## config.mk

```make
export PLATFORM = sky130hd
export DESIGN_NAME = ifu_fetch
export DESIGN_NICKNAME = d
export VERILOG_FILES = /design/src/rtl/ifu_pkg.sv /design/src/rtl/ifu_pc_reg.sv /design/src/rtl/ifu_fetch.sv
export VERILOG_INCLUDE_DIRS = /design/src /design/src/rtl
export SDC_FILE = /design/constraint.sdc
export NUM_CORES = 1
export LEC_CHECK = 0
export CORE_MARGIN = 4
export CORE_UTILIZATION = 46
export DETAILED_ROUTE_END_ITERATION = 10
export GPL_TIMING_DRIVEN = 0
export PLACE_DENSITY = 0.81
export SLEW_MARGIN = 20
export SYNTH_ARGS = -nofsm -noshare
export SYNTH_HDL_FRONTEND = slang
export SYNTH_HIERARCHICAL = 1
export SYNTH_SLANG_ARGS = --single-unit
```

## constraint.sdc

```tcl
create_clock -name clk -period 3.81 [get_ports clk]
set_clock_uncertainty 0.05 [all_clocks]
set_input_delay 0.762 -clock clk [delete_from_list [all_inputs] [get_ports clk]]
set_output_delay 0.762 -clock clk [all_outputs]
set_load 0.01 [all_outputs]
```

## src/rtl/ifu_defines.svh

```systemverilog
// Shared bus-width and constant definitions for the instruction fetch unit.
// Guarded so that every file can include it independently.
`ifndef IFU_DEFINES_SVH
`define IFU_DEFINES_SVH

`define AXI_ADDR_BUS  [31:0]
`define AXI_DATA_BUS  [31:0]
`define AXI_RESP_BUS  [1:0]
`define AXI_WSTRB_BUS [3:0]
`define INST_NOP      32'h0000_0013
`define RESP_OKAY     2'b00

`endif

```

## src/rtl/ifu_pkg.sv

```systemverilog
// ifu_pkg: shared types for the instruction fetch unit.
//   ifu_state_e  - fetch FSM states (REQ, RESP, HOLD)
//   resp_is_okay - true when an AXI read response is OKAY
`include "ifu_defines.svh"

package ifu_pkg;

  typedef enum logic [1:0] {
    ST_REQ  = 2'd0,
    ST_RESP = 2'd1,
    ST_HOLD = 2'd2
  } ifu_state_e;

  function automatic logic resp_is_okay(input logic `AXI_RESP_BUS resp);
    return (resp == `RESP_OKAY);
  endfunction

endpackage

```

## src/rtl/ifu_pc_reg.sv

```systemverilog
// ifu_pc_reg: program counter register of the fetch unit.
// Ports:
//   clk, rst        - core clock, asynchronous active-high reset
//   i_advance       - step pc by PC_STEP (instruction consumed)
//   i_redirect      - load i_redirect_pc; has priority over i_advance
//   i_redirect_pc   - redirect target
//   o_pc            - current pc
//   o_pc_nxt        - value pc takes at the next clock edge
module ifu_pc_reg #(
  parameter logic [31:0] RESET_PC = 32'h8000_0000,
  parameter int unsigned PC_STEP  = 4
) (
  input  logic        clk,
  input  logic        rst,
  input  logic        i_advance,
  input  logic        i_redirect,
  input  logic [31:0] i_redirect_pc,
  output logic [31:0] o_pc,
  output logic [31:0] o_pc_nxt
);

  logic [31:0] r_pc;
  logic [31:0] w_pc_nxt;

  // Next-pc selection: a redirect always beats the sequential step.
  always_comb begin
    w_pc_nxt = r_pc;
    if (i_redirect) begin
      w_pc_nxt = i_redirect_pc;
    end else if (i_advance) begin
      w_pc_nxt = r_pc + 32'(PC_STEP);
    end else begin
      w_pc_nxt = r_pc;
    end
  end

  // PC state register.
  always_ff @(posedge clk or posedge rst) begin
    if (rst) begin
      r_pc <= RESET_PC;
    end else begin
      r_pc <= w_pc_nxt;
    end
  end

  assign o_pc     = r_pc;
  assign o_pc_nxt = w_pc_nxt;

endmodule

```

## src/rtl/ifu_fetch.sv

```systemverilog
// ifu_fetch: instruction fetch unit. Owns the pc, issues one AXI-lite read
// at a time to the instruction SRAM and hands {inst_pc, inst} to decode
// over a valid/ready handshake. Accepts pc redirects at any time.
// Ports:
//   clk, rst                      - core clock, async active-high reset
//   araddr/arvalid/arready        - AR channel (address = pc)
//   rdata/rresp/rvalid/rready     - R channel
//   aw*/w*/b*                     - write channels, tied off / ignored
//   redirect_valid/redirect_pc    - pc redirect pulse and target
//   inst_valid/inst_ready/inst/inst_pc/inst_fault - decode interface
// Optional: define IFU_PERF_CNT_EN to add 64-bit perf counters
//   perf_fetch_cnt / perf_stall_cnt.
`include "ifu_defines.svh"

module ifu_fetch
  import ifu_pkg::*;
#(
  parameter logic [31:0] RESET_PC = 32'h8000_0000,
  parameter int unsigned PC_STEP  = 4
) (
  input  logic                  clk,
  input  logic                  rst,
  output logic `AXI_ADDR_BUS    araddr,
  output logic                  arvalid,
  input  logic                  arready,
  input  logic `AXI_DATA_BUS    rdata,
  input  logic `AXI_RESP_BUS    rresp,
  input  logic                  rvalid,
  output logic                  rready,
  output logic `AXI_ADDR_BUS    awaddr,
  output logic                  awvalid,
  input  logic                  awready,
  output logic `AXI_DATA_BUS    wdata,
  output logic `AXI_WSTRB_BUS   wstrb,
  output logic                  wvalid,
  input  logic                  wready,
  input  logic                  bvalid,
  input  logic `AXI_RESP_BUS    bresp,
  output logic                  bready,
  input  logic                  redirect_valid,
  input  logic [31:0]           redirect_pc,
  output logic                  inst_valid,
  input  logic                  inst_ready,
  output logic [31:0]           inst,
  output logic [31:0]           inst_pc,
`ifdef IFU_PERF_CNT_EN
  output logic [63:0]           perf_fetch_cnt,
  output logic [63:0]           perf_stall_cnt,
`endif
  output logic                  inst_fault
);

  ifu_state_e  r_state;
  ifu_state_e  w_state_nxt;
  logic        r_discard;
  logic        w_discard_nxt;
  logic        r_arvalid;
  logic        r_rready;
  logic        r_inst_valid;
  logic [31:0] r_araddr;
  logic [31:0] r_inst;
  logic [31:0] r_inst_pc;
  logic        r_inst_fault;
  logic        w_advance;
  logic        w_latch;
  logic        w_ar_reload;
  logic [31:0] w_pc;
  logic [31:0] w_pc_nxt;
  logic        w_unused_in;

  ifu_pc_reg #(
    .RESET_PC (RESET_PC),
    .PC_STEP  (PC_STEP)
  ) u_pc_reg (
    .clk           (clk),
    .rst           (rst),
    .i_advance     (w_advance),
    .i_redirect    (redirect_valid),
    .i_redirect_pc (redirect_pc),
    .o_pc          (w_pc),
    .o_pc_nxt      (w_pc_nxt)
  );

  // FSM next state, discard tracking and datapath strobes.
  always_comb begin
    w_state_nxt   = r_state;
    w_discard_nxt = r_discard;
    w_advance     = 1'b0;
    w_latch       = 1'b0;
    w_ar_reload   = 1'b0;
    case (r_state)
      ST_REQ: begin
        if (r_arvalid && arready) begin
          w_state_nxt = ST_RESP;
          if (redirect_valid) begin
            w_discard_nxt = 1'b1;
          end else begin
            w_discard_nxt = r_discard;
          end
        end else if (redirect_valid) begin
          // Once the AR is on the bus it must complete; its data is dropped.
          // Before that (first cycle out of reset) just retarget the address.
          if (r_arvalid) begin
            w_discard_nxt = 1'b1;
          end else begin
            w_ar_reload = 1'b1;
          end
        end else begin
          w_state_nxt = ST_REQ;
        end
      end
      ST_RESP: begin
        if (rvalid && r_rready) begin
          if (r_discard || redirect_valid) begin
            w_state_nxt   = ST_REQ;
            w_discard_nxt = 1'b0;
          end else begin
            w_state_nxt = ST_HOLD;
            w_latch     = 1'b1;
          end
        end else if (redirect_valid) begin
          w_discard_nxt = 1'b1;
        end else begin
          w_state_nxt = ST_RESP;
        end
      end
      ST_HOLD: begin
        if (redirect_valid) begin
          // Counts as consumed if inst_ready is also high; redirect_pc wins.
          w_state_nxt = ST_REQ;
        end else if (inst_ready) begin
          w_state_nxt = ST_REQ;
          w_advance   = 1'b1;
        end else begin
          w_state_nxt = ST_HOLD;
        end
      end
      default: begin
        w_state_nxt   = ST_REQ;
        w_discard_nxt = 1'b0;
      end
    endcase
  end

  // FSM state, handshake outputs and the instruction holding register.
  always_ff @(posedge clk or posedge rst) begin
    if (rst) begin
      r_state      <= ST_REQ;
      r_discard    <= 1'b0;
      r_arvalid    <= 1'b0;
      r_rready     <= 1'b0;
      r_inst_valid <= 1'b0;
      r_araddr     <= RESET_PC;
      r_inst       <= `INST_NOP;
      r_inst_pc    <= RESET_PC;
      r_inst_fault <= 1'b0;
    end else begin
      r_state      <= w_state_nxt;
      r_discard    <= w_discard_nxt;
      r_arvalid    <= (w_state_nxt == ST_REQ);
      r_rready     <= (w_state_nxt == ST_RESP);
      r_inst_valid <= (w_state_nxt == ST_HOLD);
      // araddr is captured on entry to REQ so it cannot move while the AR
      // is pending, even if a redirect updates pc in the meantime.
      if (((r_state != ST_REQ) && (w_state_nxt == ST_REQ)) || w_ar_reload) begin
        r_araddr <= w_pc_nxt;
      end
      if (w_latch) begin
        r_inst       <= rdata;
        r_inst_pc    <= w_pc;
        r_inst_fault <= !resp_is_okay(rresp);
      end
    end
  end

`ifdef IFU_PERF_CNT_EN
  logic [63:0] r_perf_fetch;
  logic [63:0] r_perf_stall;
  logic        w_fetch_inc;
  logic        w_stall_inc;

  assign w_fetch_inc = r_inst_valid && inst_ready;
  assign w_stall_inc = (r_state == ST_REQ) || (r_state == ST_RESP);

  // Performance counters.
  always_ff @(posedge clk or posedge rst) begin
    if (rst) begin
      r_perf_fetch <= 64'd0;
      r_perf_stall <= 64'd0;
    end else begin
      if (w_fetch_inc) begin
        r_perf_fetch <= r_perf_fetch + 64'd1;
      end
      if (w_stall_inc) begin
        r_perf_stall <= r_perf_stall + 64'd1;
      end
    end
  end

  assign perf_fetch_cnt = r_perf_fetch;
  assign perf_stall_cnt = r_perf_stall;
`endif

  assign araddr     = r_araddr;
  assign arvalid    = r_arvalid;
  assign rready     = r_rready;
  assign inst_valid = r_inst_valid;
  assign inst       = r_inst;
  assign inst_pc    = r_inst_pc;
  assign inst_fault = r_inst_fault;

  // Write channels exist only for bus uniformity.
  assign awaddr  = 32'h0000_0000;
  assign awvalid = 1'b0;
  assign wdata   = 32'h0000_0000;
  assign wstrb   = 4'h0;
  assign wvalid  = 1'b0;
  assign bready  = 1'b1;

  assign w_unused_in = ^{awready, wready, bvalid, bresp};

endmodule

```

==> flow_summary.yaml, run 1 <==
synthesis:
  yosys-top-cells-area: "dfrtp_1, mux2_2, buf_4"
  seq_area_frac_synth: 0.4629
  syn_inst: 669
  syn_area_mm2: 0.007315
  synth_seq_cells: 135
  synth_edf_count: 0
  synth_top_area_cell: "dfrtp_1"
  ys_types: 53
  synthArstFlopShare: 1.000
  yosys_warnings: 6
  syn_avg_cell_area_um2: 10.93
  synth_top_cell_area_share: 0.4413
  synthFlopType: "dfrtp_1"
layout:
  layout_commonest_cell: "clkdlybuf4s50_1"
  drive_gt1_frac: 0.2399
  fin_cells: 1153
  layout_common_cells: "clkdlybuf4s50_1, dfrtp_1, buf_4"
  nets: 1007
  fin_area_mm2: 0.01016
  final_util: 0.6607
  diodes: 0
  area_growth_pct: 38.85
sta:
  grt_setup_unrepaired: "false"
  fin_tns_setup_ps: 0
  slew_headroom: 0.5418
  setup_viol: 0
  slew_viol_final: 0
  hold_violations: 0
  fmax_ghz: 0.2754
  fin_crit_ps: 3631
  worst_pin_slew_ps: 686.4
  hold_ws_ps: 454.4
  fin_crit_sh: 0.9529
  setup_slack_ps: 179.4
worst_setup_path:
  reg2reg_from: "r_state[0]"
  r2r_slack_ps: 560
  path_buf_inv: 3
  worstSetupEndpointType: "flop"
  reg2regPathDepth: 10
  cp.required_ps: 4100
  crit_type: "input port to flop"
  worstSetupPathDepth: 11
  cp-start-kind: "input port"
  path_max_fanout: 10
  crit_chain: "clkdlybuf4s50_1, nor4bb_1, buf_6, and4_4, nand3_4, buf_6, or4_1, a31oi_1, mux2i_1, a2bb2oi_1, o211ai_1"
  crit_path_frequent_cell: "buf_6"
  arrival_ps: 3920
  reg2reg_to: "araddr[23]"
  cpMaxStageDelayCell: "nor4bb_1"
  startpoint: "redirect_valid"
  cp-endpoint: "araddr[23]"
  critPathMaxStageDelay_ps: 570
  cpLargestDelayFamily: "simple AND/OR/NAND/NOR gates"
grt:
  grt_remaining_overflow: 0
  grt_max_degree: 77
  grt_pass1_wl_um: 31560
  use_met1: 0.2955
  globalRouteMet2Util: 0.3681
  grt_util_met3: 0.05251
  antenna_found_initial: 0
  grt-busiest-layer: "met2"
  grt_usage: 0.2246
  grt_pass1_vias: 5777
placement:
  portBuffers: 171
  place.detailed.hpwl_um: 15290
  routabilityCongestion: 0.9210
  place_area_mm2: 0.009582
  dp.cells: 1121
  dp_slack_ps: -150.9
die:
  die_area_mm2: 0.01798
  ios: 248
  start_util: 0.4759
  rows: 45
  core_mm2: 0.01537
  die_h_um: 134.1
  die_w_um: 134.1
detailed_routing:
  final_antenna_net_count: 0
  drc: 0
  vias: 5926
  drt-initial-drc-count: 445
  drtPass1Iterations: 5
  wl_per_cell_um: 17.56
  viasPerCell: 5.140
  drt-total-wl_um: 20250
clock_tree:
  post_cts_buffers: 0
  cts_buffers: 17
  cts_resized: 0
  insertion_delay_ps: 430
  clk_path_buf_depth: 2
  cts.sink_count: 135
  htreeDepth: 4
  cts_tree: "yes"
  root_buffer: "clkbuf_16"
  cts_hold_buf: 0
  clk_pin_slew_ps: 60
worst_hold_path:
  hold_depth: 1
  hold_class: "flop to flop"
run_status:
  status: "complete, no violations"
power_and_ir_drop:
  power_leakage_nw: 4.440
  power_mw: 6.622
  ir_drop_v: 0.0003596
  power.density_mw_per_mm2: 652.1
job:
  max-cap-violations: 0
[where the power goes]
group          switching [mW]  internal, mW  leakage (nW)  total, mW
combinational            1.18          1.54          2.45       2.72
sequential              0.376          1.93          1.71       2.30
clock                   0.623         0.974         0.283       1.60
total                    2.18          4.44          4.44       6.62
[final cells by class]
type | instances | area (µm²)
Buffer | 115 | 798.3
Clock buffer | 19 | 442.9
Clock inverter | 13 | 131.4
Fill cell | 1210 | 5215
Inverter | 9 | 38.79
Multi-Input combinational cell | 479 | 3356
Sequential cell | 135 | 3386
Tap cell | 211 | 264.0
Timing Repair Buffer | 172 | 1739
[logic make-up after synthesis]
group	share of synthesized area
compound gates	0.1254
xor+xnor	0.01317
fa+ha+maj	0.001710
buf+inv	0.1138
flops	0.4629
mux	0.1468
other cells	0.001027
simple gates	0.1353
[worst register-to-register path, delay by kind of cell (launching register included)]
| family | cells | cell delay [ps] |
|---|---|---|
| AOI/OAI and AO/OA | 3 | 650 |
| buffers and inverters | 2 | 400 |
| DFF | 1 | 470 |
| muxes | 1 | 140 |
| and+or+nand+nor | 4 | 1450 |
[synth_stat cells, drive strengths merged (2+ instances only)]
library cell  instances
mux2                 66
nand3                46
o41ai                 4
inv                   9
a31oi                14
o31ai                11
nand4                12
and2                  2
nor4                  4
or4                  11
buf                  95
and4                  4
o211ai               34
or2                   2
xnor2                 5
nor2                 21
o21ai                13
clkbuf               20
a22oi                 2
and3                  2
nand2                57
dfstp                 6
a2bb2oi              32
mux2i                33
nor3                  6
xor2                  6
nor2b                 3
or3                   2
dfrtp               129
conb                  2
a21oi                 2
nand4b                4
[registers in the layout, summed over array words and instances (netlist names)]
name           count
araddr            32
arvalid            1
inst              32
inst_fault         1
inst_pc           32
inst_valid         1
r_discard          1
r_state            2
rready             1
u_pc_reg/o_pc     32
[worst min-delay path by stage]
stage / slack (ps) / end / start
finish: 450 / inst_pc[10] / inst_pc[10]
global route: 470 / inst_pc[1] / inst_pc[1]
CTS: 460 / inst[15] / inst[15]
detailed placement: 450 / inst[15] / inst[15]
global placement: 430 / inst_pc[13] / u_pc_reg/o_pc[13]
floorplan: 430 / inst_pc[0] / u_pc_reg/o_pc[0]
[metal layers]
metal  up-vias  share of wire
li1       2848              -
met1      2849           0.41
met2       198           0.50
met3        31          0.072
met4         0          0.020
met5         -              0
Power figures use the tool's default switching activity.
==> inputs of run 2 (changes only) <==
--- a/config.mk
+++ b/config.mk
@@ -6,12 +6,11 @@
 export SDC_FILE = /design/constraint.sdc
 export NUM_CORES = 1
 export LEC_CHECK = 0
-export CORE_MARGIN = 4
+export CORE_MARGIN = 2
 export CORE_UTILIZATION = 46
 export DETAILED_ROUTE_END_ITERATION = 10
 export GPL_TIMING_DRIVEN = 0
 export PLACE_DENSITY = 0.81
-export SLEW_MARGIN = 20
 export SYNTH_ARGS = -nofsm -noshare
 export SYNTH_HDL_FRONTEND = slang
 export SYNTH_HIERARCHICAL = 1
==> run 2 against run 1 <==
Non-clock buffer count up 1. Cell area down 0.21%. Core utilization down 1.6 points. Global-route usage up 0.55 points. Critical path type unchanged. Critical endpoint unchanged. Flip-flop and latch count unchanged.
==> flow_summary.yaml, run 2 (synthesis results as in run 1) <==
clock_tree:
  cts_buffers: 17
  clk_pin_slew_ps: 50
  cts_tree: "yes"
  root_buffer: "clkbuf_16"
  insertion_delay_ps: 420
  htreeDepth: 4
  clk_path_buf_depth: 2
  cts_hold_buf: 0
  post_cts_buffers: 0
  cts.sink_count: 135
  cts_resized: 0
worst_setup_path:
  crit_chain: "clkdlybuf4s50_1, nor4bb_1, buf_6, and4_4, nand3_4, buf_6, or4_1, a31oi_1, mux2i_1, a2bb2oi_1, o211ai_1"
  r2r_slack_ps: 540
  critPathMaxStageDelay_ps: 590
  worstSetupPathDepth: 11
  reg2regPathDepth: 10
  reg2reg_from: "r_state[0]"
  worstSetupEndpointType: "flop"
  path_buf_inv: 3
  crit_type: "input port to flop"
  cpLargestDelayFamily: "simple AND/OR/NAND/NOR gates"
  crit_path_frequent_cell: "buf_6"
  startpoint: "redirect_valid"
  path_max_fanout: 10
  arrival_ps: 3940
  reg2reg_to: "araddr[23]"
  cp.required_ps: 4100
  cp-start-kind: "input port"
  cpMaxStageDelayCell: "nor4bb_1"
  cp-endpoint: "araddr[23]"
sta:
  setup_viol: 0
  slew_viol_final: 0
  slew_headroom: 0.5446
  fin_crit_sh: 0.9584
  hold_violations: 0
  setup_slack_ps: 158.5
  grt_setup_unrepaired: "false"
  hold_ws_ps: 451.0
  fmax_ghz: 0.2739
  fin_crit_ps: 3651
  worst_pin_slew_ps: 676.8
job:
  max-cap-violations: 0
layout:
  area_growth_pct: 38.56
  layout_common_cells: "clkdlybuf4s50_1, dfrtp_1, buf_4"
  fin_area_mm2: 0.01013
  final_util: 0.6450
  drive_gt1_frac: 0.2346
  layout_commonest_cell: "clkdlybuf4s50_1"
  nets: 1008
  n_fill_cell: 1258
  diodes: 0
grt:
  grt_remaining_overflow: 0
  grt_pass1_vias: 5570
  antenna_found_initial: 0
  grt_pass1_wl_um: 29530
  grt_max_degree: 63
  grt_usage: 0.2301
power_and_ir_drop:
  intPower_mw: 4.342
  power.density_mw_per_mm2: 640.1
  ir_drop_v: 0.0003708
  p_comb_frac: 0.419
  p_sw_frac: 0.3307
  power_leakage_nw: 4.425
  power_mw: 6.487
  seqPwrFrac: 0.357
  p_switching_mw: 2.145
  clockPowerShare: 0.224
die:
  die_w_um: 130.1
  rows: 46
  start_util: 0.4655
  die_area_mm2: 0.01693
  ios: 248
  die_h_um: 130.1
  core_mm2: 0.01571
worst_hold_path:
  hold_class: "flop to flop"
detailed_routing:
  drt-total-wl_um: 19980
  final_antenna_net_count: 0
  drc: 0
  vias: 6140
  drtPass1Iterations: 5
  drt-initial-drc-count: 422
  wl_per_cell_um: 17.26
  viasPerCell: 5.302
placement:
  portBuffers: 171
  place_area_mm2: 0.009585
  dp_slack_ps: -166.9
  place.detailed.hpwl_um: 14480
  routabilityCongestion: 0.9245
run_status:
  status: "complete, no violations"
## run 2: how the worst min path moves through the flow
stage | to | slack (ps) | cells past startpoint | startpoint
6_report | inst[3] | 450 | 1 | inst[3]
3_3_place_gp | inst_pc[13] | 430 | 1 | u_pc_reg/o_pc[13]
5_1_grt | inst_pc[6] | 470 | 1 | inst_pc[6]
4_1_cts | inst[21] | 460 | 1 | inst[21]
3_5_place_dp | inst[21] | 440 | 1 | inst[21]
2_1_floorplan | inst_pc[0] | 430 | 1 | u_pc_reg/o_pc[0]
## run 2: layer usage
metal | wire, µm | GRT usage
met5 | 0 | 0
met4 | 470 | 0.09235
met3 | 1511 | 0.05166
met2 | 9879 | 0.3683
met1 | 8121 | 0.3049
## run 2: power groups by stage
| stage | registers, mW | logic [mW] | clock network [mW] |
|---|---|---|---|
| 2_1_floorplan | 2.46 | 1.28 | 0 |
| 3_3_place_gp | 2.30 | 2.64 | 0 |
| 3_5_place_dp | 2.33 | 2.69 | 0 |
| 4_1_cts | 2.31 | 2.72 | 1.48 |
| 5_1_grt | 2.38 | 2.91 | 1.53 |
| 6_report | 2.32 | 2.72 | 1.45 |
## run 2: cell type report
| class | count | area (µm²) | area share |
|---|---|---|---|
| flip-flops and latches | 135 | 3386 | 0.3341 |
| multi-input cells | 479 | 3361 | 0.3316 |
| repair buffers | 173 | 1767 | 0.1743 |
| plain buffers | 115 | 798.3 | 0.07877 |
| clock buffers | 26 | 489.2 | 0.04827 |
| well taps | 216 | 270.3 | 0.02667 |
| inverters | 9 | 36.28 | 0.003580 |
| clock inverters | 5 | 27.53 | 0.002716 |
## run 2: metrics by stage
step | setup TNS, ps | std cells
6_report | 0 | 1158
3_5_place_dp | -821.3 | 1126
5_1_grt | 0 | 1158
2_1_floorplan | 0 | 738
4_1_cts | 0 | 1157
3_3_place_gp | -144340 | 1125
## run 2: worst register-to-register path, stage by stage, from the launching register on
cell	delay [ps]
dfrtp_1	470
nor4bb_1	580
buf_6	210
and4_4	290
nand3_4	130
buf_6	190
or4_1	470
a31oi_1	410
mux2i_1	150
a2bb2oi_1	150
o211ai_1	90
==> inputs of run 3 (changes only) <==
--- a/config.mk
+++ b/config.mk
@@ -6,6 +6,7 @@
 export SDC_FILE = /design/constraint.sdc
 export NUM_CORES = 1
 export LEC_CHECK = 0
+export ABC_CLOCK_PERIOD_IN_PS = 3810
 export CORE_MARGIN = 2
 export CORE_UTILIZATION = 46
 export DETAILED_ROUTE_END_ITERATION = 10
==> results of run 3 <==
Final layout, timing and power as in run 2 (identical DEF).
